[src/rtl/soc2_uart_rx_fifo.sv]
// Receive-side byte FIFO between the UART receiver and the peripheral register block.
// Stores {ferr, data} per byte, first-word-fall-through head, sticky overrun, threshold irq.
module soc2_uart_rx_fifo #(
  parameter int unsigned DEPTH = 16,
  parameter int unsigned AW    = 4
) (
  input  logic          clk,
  input  logic          reset,
  input  logic          rx_valid,
  input  logic [7:0]    rx_data,
  input  logic          rx_ferr,
  input  logic          rd_pop,
  output logic [7:0]    rd_data,
  output logic          rd_ferr,
  output logic          empty,
  output logic          full,
  output logic [AW:0]   count,
  output logic          overrun,
  input  logic          clr_overrun,
  input  logic [AW:0]   irq_thresh,
  output logic          irq
);

  localparam logic [AW:0] DepthCnt = (AW + 1)'(DEPTH);

  logic [8:0]    mem [DEPTH];
  logic [AW-1:0] wptr_q, wptr_d;
  logic [AW-1:0] rptr_q, rptr_d;
  logic [AW:0]   count_q, count_d;
  logic          overrun_q, overrun_d;
  logic          irq_q, irq_d;

  logic          do_push;
  logic          do_pop;
  logic          drop;
  logic [8:0]    head;

  assign empty = (count_q == '0);
  assign full  = (count_q == DepthCnt);

  // A pop on a full FIFO frees the slot the same-cycle push lands in.
  assign do_pop  = rd_pop && !empty;
  assign do_push = rx_valid && (!full || rd_pop);
  assign drop    = rx_valid && full && !rd_pop;

  always_comb begin
    wptr_d  = wptr_q;
    rptr_d  = rptr_q;
    count_d = count_q;
    if (do_push) begin
      wptr_d = wptr_q + 1'b1;
    end
    if (do_pop) begin
      rptr_d = rptr_q + 1'b1;
    end
    unique case ({do_push, do_pop})
      2'b10:   count_d = count_q + 1'b1;
      2'b01:   count_d = count_q - 1'b1;
      default: count_d = count_q;
    endcase
  end

  always_comb begin
    overrun_d = overrun_q;
    if (drop) begin
      overrun_d = 1'b1;
    end else if (clr_overrun) begin
      overrun_d = 1'b0;
    end
  end

  always_comb begin
    irq_d = (irq_thresh != '0) && (count_d >= irq_thresh);
  end

  always_ff @(posedge clk or posedge reset) begin
    if (reset) begin
      wptr_q    <= '0;
      rptr_q    <= '0;
      count_q   <= '0;
      overrun_q <= 1'b0;
      irq_q     <= 1'b0;
    end else begin
      wptr_q    <= wptr_d;
      rptr_q    <= rptr_d;
      count_q   <= count_d;
      overrun_q <= overrun_d;
      irq_q     <= irq_d;
    end
  end

  // Storage is deliberately not reset; empty gating hides stale entries.
  always_ff @(posedge clk) begin
    if (do_push) begin
      mem[wptr_q] <= {rx_ferr, rx_data};
    end
  end

  always_comb begin
    head = empty ? 9'h000 : mem[rptr_q];
  end

  assign rd_data = head[7:0];
  assign rd_ferr = head[8];
  assign count   = count_q;
  assign overrun = overrun_q;
  assign irq     = irq_q;

endmodule

[config.mk]
export PLATFORM = sky130hd
export DESIGN_NAME = soc2_uart_rx_fifo
export DESIGN_NICKNAME = d
export VERILOG_FILES = /design/src/rtl/soc2_uart_rx_fifo.sv
export SDC_FILE = /design/constraint.sdc
export NUM_CORES = 1
export LEC_CHECK = 0
export CAP_MARGIN = 30
export CORE_MARGIN = 2
export CORE_UTILIZATION = 50
export DETAILED_ROUTE_END_ITERATION = 16
export PLACE_DENSITY = 0.76
export SETUP_SLACK_MARGIN = 0.5
export SYNTH_ARGS = -nofsm -noshare
export SYNTH_HDL_FRONTEND = slang
export SYNTH_SLANG_ARGS = --single-unit
[constraint.sdc]
create_clock -name clk -period 3.5 [get_ports clk]
set_clock_uncertainty 0.15 [all_clocks]
set_input_delay 0.525 -clock clk [delete_from_list [all_inputs] [get_ports clk]]
set_output_delay 0.525 -clock clk [all_outputs]
set_load 0.01 [all_outputs]
---- Yosys cells after proc, flatten, opt, wreduce, memory -nomap -nowiden ----
Memories as Yosys holds them, arrays and structs flattened.
Index checks and enable logic that the tools add are counted.
word-level totals
  memories ................................ 1
  bits in writable memories ............... 144
  input bits .............................. 19
  logic and storage cells ................. 32
  bits in registers ....................... 15
  output and inout bits ................... 18
cells by class
  eq/ne operators ......................... 3
  $add $sub $neg .......................... 4
  muxes and demuxes ....................... 6
  reductions and logical operators ........ 12
  order comparisons ....................... 1
memories
  memory  words  bits a word  read ports  clocked after memory_dff  wr ports  RTL line  source
  mem     16     9            1           0                         1         26        logic [8:0] mem [DEPTH];
operator list
  cell                                                                 number
  5-bit one-hot mux with 2 select lines                                1
  9-bit two-way mux                                                    1
  4-bit by 1-bit adder with 4-bit output (second input constant)       2
  5-bit by 1-bit adder with 5-bit output (second input constant)       1
  5-bit == test (second input constant)                                1
  5-bit greater-or-equal comparator                                    1
  1-bit logical AND                                                    5
  5-bit zero test                                                      1
  5-bit nonzero test                                                   1
  5-bit by 1-bit subtractor with 5-bit output (second input constant)  1
  1-bit two-way mux                                                    4
  1-bit zero test                                                      3
  2-bit by 1-bit == test with 1-bit output (second input constant)     1
  2-bit == test (second input constant)                                1
  2-bit nonzero test                                                   1
  1-bit logical OR                                                     1

---- Logic depth before layout (Yosys ltp) ----
Gate-level depths: netlist (run 1).
  word-level depth ........................ 8
  depth in mapped cells ................... 17

---- Least setup slack after synthesis (run 1) ----
OpenSTA, ideal clock, no wires.
  path kind ............................... flip-flop to flip-flop
  start point ............................. reg count_q[2] (netlist: count[2])
  end point ............................... reg irq_q (netlist: irq)
  slack ................................... 0.170 ns
  library setup time ...................... 0.127 ns
  data arrival time ....................... 3.053 ns
  path buffers ............................ 2
  clock period less this slack ............ 3.330 ns
  cell stages (with the launch flop) ...... 16
  cells stage by stage .................... dfrtp_1 > buf_6 > nor4_4 > a31oi_4 > inv_2 > ha_1 > buf_2 > xor2_1 > ha_1 > a21oi_1 > or3b_1 > a31oi_1 > xor2_1 > ha_1 > o22ai_1 > a21oi_1
between the ends
  word-level cells in the longest chain between the ends .. 8
  elaborated cells on any way between the ends .. 14
  those cells by class .................... 2 x add/sub; 1 x order compare; 3 x eq/ne; 1 x mux; 7 x reduce/logical
ends and longest elaborated chain
  item                                                                       RTL line  source
  start: declaration                                                         29        logic [AW:0] count_q, count_d;
  start signal: assignment                                                   86        count_q <= count_d;
  5-bit == test                                                              39        assign full = (count_q == DepthCnt);
  1-bit zero test                                                            43        assign do_push = rx_valid && (!full || rd_pop);
  1-bit logical OR                                                           43
  1-bit logical AND                                                          43
  2-bit by 1-bit == test with 1-bit output or 2-bit == test (tied branches)  56        unique case ({do_push, do_pop})
  5-bit one-hot mux with 2 select lines (*)                                  56
  via count_d[4]                                                             29
  5-bit greater-or-equal comparator (*)                                      73        irq_d = (irq_thresh != '0) && (count_d >= irq_thresh);
  1-bit logical AND (*)                                                      73
  via irq_d                                                                  31        logic irq_q, irq_d;
  end signal: assignment                                                     88        irq_q <= irq_d;
  end: declaration                                                           31
The timed path passes the listed nets; every way through them passes the cells marked *.
A chain may end at the register's enable or synchronous reset.

---- Worst setup path in the final report (run 1) ----
  start point ............................. reg count_q[2] (netlist: count[2])
  end point ............................... reg irq_q (netlist: irq)
between the ends
  elaborated cells on any way between the ends .. 14
  those cells by class .................... 2 x add/sub; 1 x order compare; 3 x eq/ne; 1 x mux; 7 x reduce/logical
RTL lines
  item                                                                       RTL line  source
  5-bit zero test (*)                                                        38        assign empty = (count_q == '0);
  1-bit zero test (*)                                                        42        assign do_pop = rd_pop && !empty;
  1-bit logical AND (*)                                                      42
  via do_pop                                                                 34        logic do_pop;
  2-bit by 1-bit == test with 1-bit output or 2-bit == test (tied branches)  56
  5-bit one-hot mux with 2 select lines (*)                                  56
  via count_d[4]                                                             29
  5-bit greater-or-equal comparator (*)                                      73
  1-bit logical AND (*)                                                      73
  via irq_d                                                                  31
Marks and branches as above.

==> results of run 1 <==
==> state kept, by name, indices dropped and copies added, names as in the netlist <==
signal   flops
count        5
irq          1
mem        144
overrun      1
rptr_q       4
wptr_q       4
==> critical path, cell delays in order, from the launching register on <==
cell and delay, ps:
dfrtp_2 420, nor4_4 390, nand2b_2 140, inv_2 90, nor2_2 50, ha_4 160
xor2_2 150, ha_4 170, a21oi_2 60, or3b_1 400, a31oi_2 220, xor2_1 220
ha_1 270, o22ai_2 150, a21oi_2 50
==> final cells by class <==
cell class	instances	area share
well taps	176	0.02663
flip-flops and latches	159	0.5691
multi-input cells	157	0.2295
clock inverters	12	0.01740
repair buffers	84	0.09864
clock buffers	19	0.05234
inverters	14	0.006354
==> metal layers <==
metal  vias to the layer above  routed length, um  GRT usage  share of wire
li1                       1566                  -          -              -
met1                      1815               5464     0.2684           0.40
met2                       114               6993     0.3287           0.52
met3                        24                767    0.04550          0.057
met4                         0                335    0.07647          0.025
met5                         -                  0          0              0
==> metrics by stage <==
step	cells	setup slack, ps	TNS (ps)
6_report	621	270.1	0
5_1_grt	621	72.70	0
4_1_cts	619	293.4	0
3_5_place_dp	573	-73.28	-73.28
3_3_place_gp	573	36.22	0
2_1_floorplan	349	225.6	0
==> final timing paths <==
path                               start        to
worst max-delay path            count[2]       irq
worst min-delay path               reset   overrun
worst max register to register  count[2]       irq
worst min register to register   overrun   overrun
max in group asynchronous          reset  count[3]
min in group clk                 overrun   overrun
==> cell usage after synthesis (2+ instances only) <==
master / instances
a21oi_1: 5
buf_2: 4
nand2b_1: 4
mux4_1: 8
nor2_1: 14
edfxtp_1: 144
nor2b_1: 10
nand3_1: 3
dfrtp_1: 15
clkbuf_4: 2
a211oi_1: 18
xnor2_1: 6
mux4_2: 28
xor2_1: 6
nor3_1: 4
o21ai_1: 2
buf_6: 3
mux2i_1: 9
ha_1: 13
inv_2: 2
buf_4: 3
inv_1: 10
nand2_1: 6
clkinv_1: 2
clkbuf_1: 4
==> cells by family (layout without fill, tap and decap cells) <==
group	after synthesis	after routing	synth area share
adders and majority gates	13	13	0.02442
buffers and inverters	33	129	0.03024
muxes	47	47	0.1437
and+or+nand+nor	52	52	0.04377
DFF	159	159	0.7055
xor gates and xnor gates	12	12	0.01578
AOI/OAI and AO/OA	33	33	0.03663
==> where the power goes <==
part           switching [uW]  internal, uW  leakage [uW]
registers                 204          2340       0.00147
clock network             688          1110      0.000284
logic                    1220          1400       0.00114
==> what timing repair did <==
action | CTS | global route
setup buffers | 11 | 2
endpoints found under the setup margin | 10 | 11
gates resized for setup | 37 | 31
pin swaps | 2 | 9
cloned | 4 | 0
==> results.txt, run 1 <==
The clock latency of the later-clocked register in the worst-skew pair is 410 ps. Clock tree synthesis inserted a total of 17 buffers. The data arrival at the endpoint of the critical path is 3370 ps. In the final design database the tool counted 465 nets.

STA classifies the critical path endpoint as a flip-flop. The post-route cell area is 8270 um2. The final critical path time including I/O delays and setup came out at 3230 ps. The first global-routing pass estimated 20.91 mm of wire.

The tightest min-delay check is of the input pin to asynchronous set/reset pin type. The power density over cell area is 841.9 nW/um2. The total area inside the core boundary comes to 13,140 um2. Clock tree synthesis selected as its root buffer the cell clkbuf_16. The library cell used most frequently in the layout, excluding fill and tap cells, is edfxtp_1. The horizontal die dimension came out at 119.4 um. The post-synthesis cell count is 349. At the pin with the least slew margin, the transition time is 928.6 ps.

The run finished with clean final reports. The total power is 6962 uW. The share of synthesized registers carrying an async set or reset came out at 0.09434. After clock tree synthesis, the clock-pin slew on the worst setup and hold paths is 60 ps. The total of warnings raised by yosys is 0.

The ratio of final minimum period to clock period is 0.9228. Entering global routing, the biggest net connects 21 pins. The floorplan has 42 rows. The average cell area after synthesis is 19.09 um2.

Input and output buffers added on the ports amount to 36. The via density per instance is 5.667. Before antenna repair, the detailed router went through 4 iterations.

The number of enable flip-flop cells after synthesis is 144. The count of max-cap constraint violations came out at 0. TritonCTS built the clock tree. The total number of vias is 3,519.

The number of cell instances on the worst register-to-register path is 14. The fill cell instance count of the final layout came out at 870. Compared with the post-synthesis result, the final layout area differs by 24.15%. The global-route total usage across every layer is 0.2018. The via count of the first global-routing pass is 3,656.

The post-synthesis cell area is 6661 um2. The number of distinct library cell variants in the gate-level netlist after synthesis came out at 49. Setup repair after global routing could not meet its margin everywhere. The CTS H-tree depth came out at 4. The area share of the leading cell type in the synthesized netlist came out at 0.6491.

The startpoint type of the worst setup path is a flip-flop. The area of the multi-input gates is 1898 um2. At the end of routability-driven placement, the weighted congestion stood at 0.7720. The post-detailed-route DRC marker count is 0. The number of buffers inserted for hold repair after clock tree synthesis came out at 0. In the post-synthesis netlist, the biggest area contributors are edfxtp_1, mux4_2, dfrtp_1, mux4_1, ha_1. The required arrival time at the worst endpoint came out at 3640 ps. The synthesized design spends more area on one cell type than any other, namely edfxtp_1. The leakage power came out at 0.002897 uW.

Across the whole layout, storage elements account for 4707 um2. The core occupancy in the finished layout is 0.6295. The DRC marker count from the first detailed-route iteration is 414. For this design, the sink count on the clock tree is 159. The critical path in this run is classified as flip-flop to flip-flop. Setup slack on the worst reg-to-reg path comes out at 270 ps.

The die is 119.4 um tall. Summed over all layers, the global routing overflow is 0. The instance area at placement came out at 7367 um2. The achievable clock frequency is 309.6 MHz. The number of buffers on the longest clock path came out at 2. Pin placement for this block handled 37 I/O pins. The final setup violation count is 0.

The most instantiated flip-flop cell in the synthesis netlist is edfxtp_1. The count of inserted antenna diode cells is 0. The die outline area is 14,260 um2.

The initial standard-cell utilization of the core is 0.5070. The remaining number of nets flagged by the antenna check after routing is 0. The post-synth net total came out at 381.

The biggest fanout along the worst timing path is 4. The register bit count reported by yosys is 159. For this run, the register share of the synthesized area comes to 0.7055.

The number of pins with negative max-slew slack in the final report is 0. The proportion of layout cells with a drive suffix above 1 came out at 0.3461. The remaining max-slew budget at the tightest pin is 0.3810. In the final routed layout, each cell accounts on average for 21.84 um. The smallest hold slack came out at 343.2 ps. Leaving out fill and tap cells, the most frequent cells in the layout are edfxtp_1, buf_4, mux4_2, clkdlybuf4s50_1, clkbuf_16. The maximum vdd ir drop is 0.4875 mV. The final layout contains routed wiring with a total length of 13.56 mm.

The number of antenna violations at the first check in global routing was 0. The number of endpoints with negative hold slack in the final report came out at 0. The detailed placer's ending HPWL came out at 8.184 mm.
Power figures use the tool's default switching activity.
==> run 2, diff against run 1 <==
--- a/config.mk
+++ b/config.mk
@@ -6,11 +6,11 @@
 export NUM_CORES = 1
 export LEC_CHECK = 0
 export CAP_MARGIN = 30
+export CORE_ASPECT_RATIO = 0.75
 export CORE_MARGIN = 2
 export CORE_UTILIZATION = 50
 export DETAILED_ROUTE_END_ITERATION = 16
 export PLACE_DENSITY = 0.76
-export SETUP_SLACK_MARGIN = 0.5
 export SYNTH_ARGS = -nofsm -noshare
 export SYNTH_HDL_FRONTEND = slang
 export SYNTH_SLANG_ARGS = --single-unit
==> run 2 against run 1 <==
Net effect:
- sequential power grew 3%
- cell area shrank 3.7%
- sequential share of layout area grew 2.2 points
- first-iteration DRC count shrank 23%
- die area is essentially flat
- total power shrank 5.4%
- via count shrank 3.4%
- clock power grew 2%
- clock-buffer cell count shrank 2
- maximum frequency shrank 5.3%
- setup slack lost 180 ps
- cell count shrank 2.9%
- critical path type is now flip-flop to primary output
- largest cell class unchanged
- largest power group is now registers
==> results.txt, run 2 (synthesis results as in run 1) <==
The number of I/O port buffers is 36 (unchanged). The stage delay of the slowest cell on the critical path is 540 ps (was 420 ps). The clock input transition at the sequential cells of the worst setup and hold paths is 60 ps (about the same). The number of buffers added by the clock tree synthesis step is 17 (unchanged). The sink count of the clock tree is 159 (unchanged). The critical register-to-register path startpoint is count[3] (was count[2]). The global-route total usage across every layer came out at 0.1927 (was 0.2018). The capturing element type of the critical path is a primary output (was flip-flop). The die extent in y was 104.0 um (was 119.4 um). The area of the core came out at 13,020 um2 (was 13,140 um2). The proportion of layout cells with a drive suffix above 1 came out at 0.2523 (was 0.3461).

The required arrival time at the worst endpoint came out at 2820 ps (was 3640 ps). The count of inserted antenna diode cells came out at 0 (unchanged). The DRC marker count from the first detailed-route iteration is 320 (was 414).

The number of top-level pins is 37 (unchanged). The count of max-cap constraint violations came out at 0 (unchanged). The worst reg2reg path endpoint was irq (unchanged). The average routed wire per standard cell was 21.11 um (was 21.84 um).

The site row count came out at 36 (was 42). The core occupancy in the finished layout is 0.6120 (was 0.6295). The routability congestion estimate came to 0.8932 (was 0.7720). The horizontal die dimension came out at 137.3 um (was 119.4 um). The most utilized layer in the global route result is met1 (was met2). The buffering stage count on the worst path with inverters included is 2 (was 1).

The sum of overflow across all layers after global routing came out at 0 (unchanged). The leading cell type in the layout, fill and taps excluded is edfxtp_1 (unchanged). The number of antenna violations at the first check in global routing came out at 0 (unchanged).

The cell type of the slowest stage on the worst timing path is clkdlybuf4s50_1 (was dfrtp_2). Commonest non-fill, non-tap cells in the layout: edfxtp_1, clkdlybuf4s50_1, buf_4, mux4_2 (was edfxtp_1, buf_4, mux4_2, clkdlybuf4s50_1, clkbuf_16). The flip-flop count of the largest register, all copies and words added came to 144 (unchanged). The pin slew with the least headroom to its limit came to 802.8 ps (was 928.6 ps). The maximum vdd ir drop came out at 0.3707 mV (was 0.4875 mV).

Run status: finished clean (unchanged). The CTS H-tree depth came out at 4 (unchanged). The number of pins with negative max-slew slack in the final report came out at 0 (unchanged).

The setup slack at placement came out at -91.43 ps (was -73.28 ps). The via count of the first global-routing pass is 3,386 (was 3,656). The final setup violation count is 0 (unchanged). The cell type group with the largest total delay on the critical path was buffers and inverters (was simple AND/OR/NAND/NOR gates).

The leakage power is 0.002748 uW (was 0.002897 uW). The met1 usage is 0.2803 (was 0.2684). The power density over cell area came out at 826.6 nW/um2 (was 841.9 nW/um2). The start point of the critical path is rptr_q[1] (was count[2]). The smallest hold slack is 315.9 ps (was 343.2 ps). The detailed placer's ending HPWL came out at 8.067 mm (was 8.184 mm). The final critical path time including I/O delays and setup came to 3412 ps (was 3230 ps).

The worst setup slack for register-to-register paths is 210 ps (was 270 ps). The via density per instance is 5.638 (was 5.667). The data arrival at the endpoint of the critical path is 2740 ps (was 3370 ps).

The first-pass GRT wire length came to 19.62 mm (was 20.91 mm). Among the stages of the critical path, the cell type that occurs most often is a211oi_1. The clock tree from TritonCTS was built (unchanged). The post-detailed-route DRC marker count is 0 (unchanged). The total wire length after detailed routing came out at 12.73 mm (was 13.56 mm). The met3 capacity usage during global routing is 0.05409 (was 0.04550). The worst min-delay path category is input pin to asynchronous set/reset pin (unchanged).

The number of endpoints with negative hold slack in the final report came to 0 (unchanged). The pin count of the biggest net entering global routing was 22 (was 21). The number of cell instances on the worst register-to-register path came out at 14 (unchanged).

The achievable clock frequency is 293.1 MHz (was 309.6 MHz). The final worst setup slack was 88.11 ps (was 270.1 ps). The clock latency of the later-clocked register in the worst-skew pair was 420 ps (was 410 ps). The total iterations of the first detailed-routing run came out at 5 (was 4). The sum of negative setup slack was 0 ps (unchanged). The startpoint type of the worst setup path is a flip-flop (unchanged). The number of buffers on the longest clock path is 2 (unchanged). Unrepaired setup endpoints after global routing: no (was yes). The area overhead of the layout relative to synthesis came out at 19.59% (was 24.15%). The remaining number of nets flagged by the antenna check after routing is 0 (unchanged). The biggest fanout along the worst timing path came out at 7 (was 4). The final-stage net count is 451 (was 465). The met2 track demand over resource came out at 0.2775 (was 0.3287). The type of the worst setup path is flip-flop to primary output (was flip-flop to flip-flop). The initial standard-cell utilization of the core is 0.5117 (was 0.5070).

The ratio of final minimum period to clock period is 0.9748 (was 0.9228). The most flop-heavy register was mem (unchanged). The remaining max-slew budget at the tightest pin is 0.4648 (was 0.3810). The clock tree root buffer cell is clkbuf_16 (unchanged). The total number of vias was 3,400 (was 3,519). Cells traversed along the worst timing path: buf_4 -> mux4_2 -> nor2b_1 -> a211oi_1 -> a211oi_1 -> clkdlybuf4s50_1 (was nor4_4 -> nand2b_2 -> inv_2 -> nor2_2 -> ha_4 -> xor2_2 -> ha_4 -> a21oi_2 -> or3b_1 -> a31oi_2 -> xor2_1 -> ha_1 -> o22ai_2 -> a21oi_2). The die outline area is 14,270 um2 (was 14,260 um2).
[run 2: cell types whose count changed in the layout (fill, tap and decap cells not counted), sizes merged, moves of 3 or more]
cell	previous run	this run
clkinv	9	5
buf	50	34
bufbuf	3	0
inv	13	20
clkdlybuf4s50	27	36
clkbuf	23	17
[run 2: through the flow]
step	cells	area [um2]	total power, uW
2_1_floorplan	349	6661	3989
4_1_cts	603	7954	6618
3_5_place_dp	569	7342	4758
5_1_grt	603	7966	6878
3_3_place_gp	569	7342	4702
6_report	603	7966	6585
[run 2: routing by layer]
| layer | vias up | routed length (um) | part of all wire |
|---|---|---|---|
| li1 | 1549 | - | - |
| met5 | - | 0 | 0 |
| met3 | 19 | 795 | 0.062 |
| met4 | 0 | 237 | 0.019 |
| met1 | 1727 | 5859 | 0.46 |
| met2 | 105 | 5836 | 0.46 |
[run 2: worst max-delay path by stage]
stage                 endpoint  slack, ps  depth (start not counted)
global route               irq          6                         14
floorplan                  irq        170                         15
finish              rd_data[5]         90                          6
CTS                 rd_data[6]          7                          5
global placement           irq        -40                         14
detailed placement         irq        -90                         14
[run 2: repair_timing]
item                       in CTS  in global routing
resized for setup               0                  5
setup endpoints to repair       1                 10
gates cloned                    0                  0
setup buffers                   2                  0
pin swaps                       0                  1
hold buffers                    0                  0
[run 2: final cells by class]
class / count / area (um2)
multi-input combinational: 157 / 1768
inverter: 14 / 52.55
clock buffer: 17 / 425.4
tap: 171 / 214.0
sequential: 159 / 4707
timing repair buffer: 70 / 628.1
clock inverter: 15 / 171.4
fill: 902 / 5051
[run 2: power breakdown]
part | switching, uW | leakage [uW] | internal, uW
sequential | 287 | 0.00148 | 2340
clock | 768 | 0.000287 | 1070
combinational | 982 | 0.000985 | 1140
